### src/rtl/if_stage.sv
`default_nettype none
// +----------------------------------------------------------------------------+
// | Module      : if_stage                                                      |
// | Description : MIPS instruction-fetch stage: PC, ROM address/enable, IF/ID   |
// |               register, delay-slot branching, stall-pending branch, flush.  |
// |               Optional macro IF_ALIGN_CHECK_EN adds id_adel_o.              |
// | Revision    : 1.0 - initial release                                         |
// +----------------------------------------------------------------------------+
module if_stage #(
    parameter logic [31:0] RESET_VECTOR = 32'h0000_0000,
    parameter logic [31:0] NOP_INST     = 32'h0000_0000
) (
    input  logic        clk_i,
    input  logic        rst_n_i,
    input  logic        stall_i,
    input  logic        flush_i,
    input  logic [31:0] flush_target_i,
    input  logic        branch_flag_i,
    input  logic [31:0] branch_target_i,
    input  logic [31:0] inst_rom_data_i,
    output logic [31:0] inst_rom_addr_o,
    output logic        inst_rom_ce_o,
    output logic [31:0] id_pc_o,
    output logic [31:0] id_inst_o,
    output logic        id_valid_o
`ifdef IF_ALIGN_CHECK_EN
    ,
    output logic        id_adel_o
`endif
);

    typedef enum logic [0:0] {
        S_BOOT = 1'b0,
        S_RUN  = 1'b1
    } state_t;

    state_t      r_state;
    logic [31:0] r_pc;
    logic        r_pending;
    logic [31:0] r_pend_target;
    logic [31:0] r_id_pc;
    logic [31:0] r_id_inst;
    logic        r_id_valid;
    logic        w_aligned;

`ifdef IF_ALIGN_CHECK_EN
    logic        r_id_adel;
    assign w_aligned = (r_pc[1:0] == 2'b00);
    assign id_adel_o = r_id_adel;
`else
    assign w_aligned = 1'b1;
`endif

    // Enable decoded from registered state only; no input reaches an output.
    assign inst_rom_addr_o = r_pc;
    assign inst_rom_ce_o   = (r_state == S_RUN) && w_aligned;
    assign id_pc_o         = r_id_pc;
    assign id_inst_o       = r_id_inst;
    assign id_valid_o      = r_id_valid;

    always_ff @(posedge clk_i or negedge rst_n_i) begin
        if (!rst_n_i) begin
            r_state       <= S_BOOT;
            r_pc          <= RESET_VECTOR;
            r_pending     <= 1'b0;
            r_pend_target <= 32'h0000_0000;
            r_id_pc       <= 32'h0000_0000;
            r_id_inst     <= NOP_INST;
            r_id_valid    <= 1'b0;
`ifdef IF_ALIGN_CHECK_EN
            r_id_adel     <= 1'b0;
`endif
        end else if (r_state == S_BOOT) begin
            // Branches are ignored here; only a flush may move the boot PC.
            r_state    <= S_RUN;
            r_pending  <= 1'b0;
            if (flush_i) begin
                r_pc <= flush_target_i;
            end
            r_id_pc    <= 32'h0000_0000;
            r_id_inst  <= NOP_INST;
            r_id_valid <= 1'b0;
`ifdef IF_ALIGN_CHECK_EN
            r_id_adel  <= 1'b0;
`endif
        end else if (flush_i) begin
            r_pc       <= flush_target_i;
            r_pending  <= 1'b0;
            r_id_pc    <= 32'h0000_0000;
            r_id_inst  <= NOP_INST;
            r_id_valid <= 1'b0;
`ifdef IF_ALIGN_CHECK_EN
            r_id_adel  <= 1'b0;
`endif
        end else if (stall_i) begin
            // Remember a branch resolved while stalled so it is not lost.
            if (branch_flag_i) begin
                r_pending     <= 1'b1;
                r_pend_target <= branch_target_i;
            end
        end else begin
            if (branch_flag_i) begin
                r_pc <= branch_target_i;
            end else if (r_pending) begin
                r_pc <= r_pend_target;
            end else begin
                r_pc <= r_pc + 32'd4;
            end
            r_pending  <= 1'b0;
            r_id_pc    <= r_pc;
            r_id_valid <= 1'b1;
`ifdef IF_ALIGN_CHECK_EN
            r_id_inst  <= w_aligned ? inst_rom_data_i : NOP_INST;
            r_id_adel  <= !w_aligned;
`else
            r_id_inst  <= inst_rom_data_i;
`endif
        end
    end

endmodule
`default_nettype wire

### config.mk
export PLATFORM = sky130hd
export DESIGN_NAME = if_stage
export DESIGN_NICKNAME = d
export VERILOG_FILES = /design/src/rtl/if_stage.sv
export SDC_FILE = /design/constraint.sdc
export NUM_CORES = 1
export LEC_CHECK = 0
export ABC_AREA = 1
export CORE_ASPECT_RATIO = 1.75
export CORE_UTILIZATION = 48
export CTS_CLUSTER_SIZE = 10
export DETAILED_ROUTE_END_ITERATION = 6
export PLACE_DENSITY = 0.85
export REMOVE_ABC_BUFFERS = 1
export SKIP_LAST_GASP = 1
export SLEW_MARGIN = 15
export SYNTH_ARGS = -nofsm -noshare
export SYNTH_HDL_FRONTEND = slang
export SYNTH_SLANG_ARGS = --single-unit
export TNS_END_PERCENT = 30
### constraint.sdc
create_clock -name clk_i -period 1.6 [get_ports clk_i]
set_input_delay 0.24 -clock clk_i [delete_from_list [all_inputs] [get_ports clk_i]]
set_output_delay 0.24 -clock clk_i [all_outputs]
set_load 0.005 [all_outputs]
==> flow_summary.ini <==
[die]
die_h_um = 158
fp-row-count = 56
fp.dieW_um = 91.0
die-area_mm2 = 0.0144
ios = 199
start_util_pct = 49.4
core_area_mm2 = 0.0135

[worst_setup_path]
startpoint_type = register
crit_type = reg -> out
critPathCaptureType = primary output
critPathMaxStageDelay_ns = 0.51
reg2reg_from = inst_rom_addr_o[8]$_DFFE_PN0P_
crit_chain = buf_4 > clkdlybuf4s50_1
critPathMaxFanout = 3
ff2ff_setup_slack_ns = -0.03
critPathSlowestCell = clkdlybuf4s50_1
rr_endpoint = inst_rom_addr_o[29]$_DFFE_PN0P_
cp.required_ns = 1.36
critPathArrivalTime_ns = 1.48
reg2reg_depth = 12

[synthesis]
async_flop_share_pct = 100
synthDominantCellAreaShare_pct = 49.3
yosysSeqAreaShare_pct = 49.3
syn_inst = 833
synth_area_leaders = dfrtp_1 (49%), nand2_1 (17%), nand3_1 (4.6%)
syn-mean-instance-area_um2 = 7.98
synth.ff_latch_count = 131
ys_warn_count = 0
syn-cell-area_mm2 = 0.00665
synth_cell_type_count = 31
synth_edf_count = 0
synth-main-ff-cell = dfrtp_1
synth_top_cell_by_area = dfrtp_1

[outcome]
violations = setup timing
outcome = complete, but fails checks

[drt]
wl_per_cell_um = 18.6
detail_route.vias_per_cell = 5.62
vias = 7211
drc = 0
wl_um = 23800
first_pass_iters = 6
drtAntennaViolNets = 0
first_iter_violations = 693

[global_routing]
overflow = 0
grt_max_degree = 59
grt_pass1_wl_um = 36500
grt_pass1_vias = 7494
track_usage_pct = 33.2
antenna_found_initial = 0

[clock_network]
cts_buffers = 17
htree_levels = 4
cts_buffer_depth = 2
cts_tree = built
clk_latency_ns = 0.42
path_clk_slew_ns = 0.06
cts-root-buf = clkbuf_16
clock-sinks = 131

[cells_and_area]
areaGrowthSynthToFinish_pct = 51.6
final_util_pct = 75.0
nFillCells = 984
drive_gt1_share_pct = 18.0
final_common_cell = nand2_1
fin_nets = 1197
stdcell_count = 1282
final_area_mm2 = 0.0101
layout_common_cells = nand2_1 (299), clkdlybuf4s50_1 (182), dfrtp_1 (124), buf_4 (75), nor2_1 (70)
antenna_cells = 0

[run]
drv_cap = 0

[sta]
post-route-period-util_pct = 108
rsz0062_at_grt = true
skew_ns = 0.00892
finalSetupViolCount = 20
final_hold_viol_count = 0
slew_violations = 0
timing.fmax_mhz = 581
worst_slack_ns = -0.120
hold_ws_ns = 0.288
finalCriticalPeriod_ns = 1.72

[power]
ir_drop_mv = 0.876
power_density_mw_per_mm2 = 969
p_leak_nw = 4.76

[place]
dp.cells = 1230
post_dp_cell_area_mm2 = 0.00927
io_buffers = 198
routabilityCongestion = 1.02
dp_hpwl_um = 16500

[worst_hold_path]
min_path_type = in -> async
## synthesized netlist by cell type, types with 6 or more instances
cell,n
a21oi_1,9
a221oi_1,22
buf_2,25
clkbuf_1,13
dfrtp_1,131
inv_1,43
inv_2,6
mux2_1,6
mux2_2,22
nand2_1,304
nand2_2,7
nand3_1,61
nor2_1,81
nor2_2,7
nor2_4,8
o21ai_0,48
o21ai_1,7
xor2_1,8
## stage by stage
stage / setup WS (ns) / TNS [ns] / power [W]
floorplan: -0.941 / -81.67 / 0.00465
global placement: -0.110 / -7.37 / 0.00580
detailed placement: -0.140 / -10.53 / 0.00586
CTS: -0.114 / -1.66 / 0.00968
global route: -0.174 / -2.72 / 0.0101
finish: -0.120 / -1.13 / 0.00977
## cell families after synthesis
group / count (synthesis) / share of synthesized area, %
compound gates: 101 / 9.29
xor+xnor: 8 / 1.05
fa+ha+maj: 1 / 0.188
buf+inv: 90 / 5.66
flops: 131 / 49.3
mux: 28 / 4.74
other cells: 1 / 0.0564
simple gates: 473 / 29.7
## metal layers
| layer | routed length, um | vias up | track usage [%] |
|---|---|---|---|
| met5 | 0 | - | 0 |
| met4 | 1770 | 0 | 27.5 |
| met3 | 1760 | 157 | 7.01 |
| met2 | 12200 | 463 | 59.1 |
| met1 | 8070 | 3373 | 33.0 |
| li1 | - | 3218 | - |
## cell type report
class	instances	area (um2)	area share, %
Sequential cell	131	3290	32.6
Timing Repair Buffer	284	2740	27.2
Multi-Input combinational cell	612	3070	30.5
Inverter	49	186	1.85
Clock buffer	19	453	4.49
Clock inverter	13	125	1.24
Tap cell	174	218	2.16
## critical path, delay by kind of cell (launching register included)
kind,cells,cell delay (ns)
flops,1,0.40
buf+inv,2,0.65
## repair_timing
item / CTS / global route
pin swaps: 0 / 6
endpoints found under the setup margin: 40 / 48
setup buffers: 14 / 5
cloned: 0 / 0
hold buffers: 1 / 0
gates resized for setup: 16 / 33
endpoints found under the hold margin: 35 / 0
## power breakdown
group          leakage [nW]  total [W]  switching (W)  internal [W]
Clock                 0.269    0.00378        0.00154       0.00224
Sequential             1.67    0.00390       0.000247       0.00366
Combinational          2.83    0.00209        0.00103       0.00106
Total                  4.76    0.00977        0.00282       0.00695
## sequential cells by signal (all words and copies together), names as in the netlist
| name | flops |
|---|---|
| id_valid_o | 1 |
| inst_rom_ce_o | 1 |
| r_pend_target | 32 |
| inst_rom_addr_o | 32 |
| id_inst_o | 32 |
| id_pc_o | 32 |
| r_pending | 1 |
## worst max-delay path by stage
stage / startpoint / end / slack (ns) / cells past startpoint
floorplan: flush_i / r_pend_target[17]$_DFFE_PN0P_ / -0.94 / 5
global placement: stall_i / r_pend_target[28]$_DFFE_PN0P_ / -0.11 / 6
detailed placement: flush_i / id_inst_o[21]$_DFFE_PN0N_ / -0.14 / 8
CTS: inst_rom_addr_o[27]$_DFFE_PN0P_ / inst_rom_addr_o[27] / -0.11 / 2
global route: inst_rom_addr_o[7]$_DFFE_PN0P_ / inst_rom_addr_o[7] / -0.17 / 2
finish: inst_rom_addr_o[19]$_DFFE_PN0P_ / inst_rom_addr_o[19] / -0.12 / 2
Power figures use the tool's default switching activity.
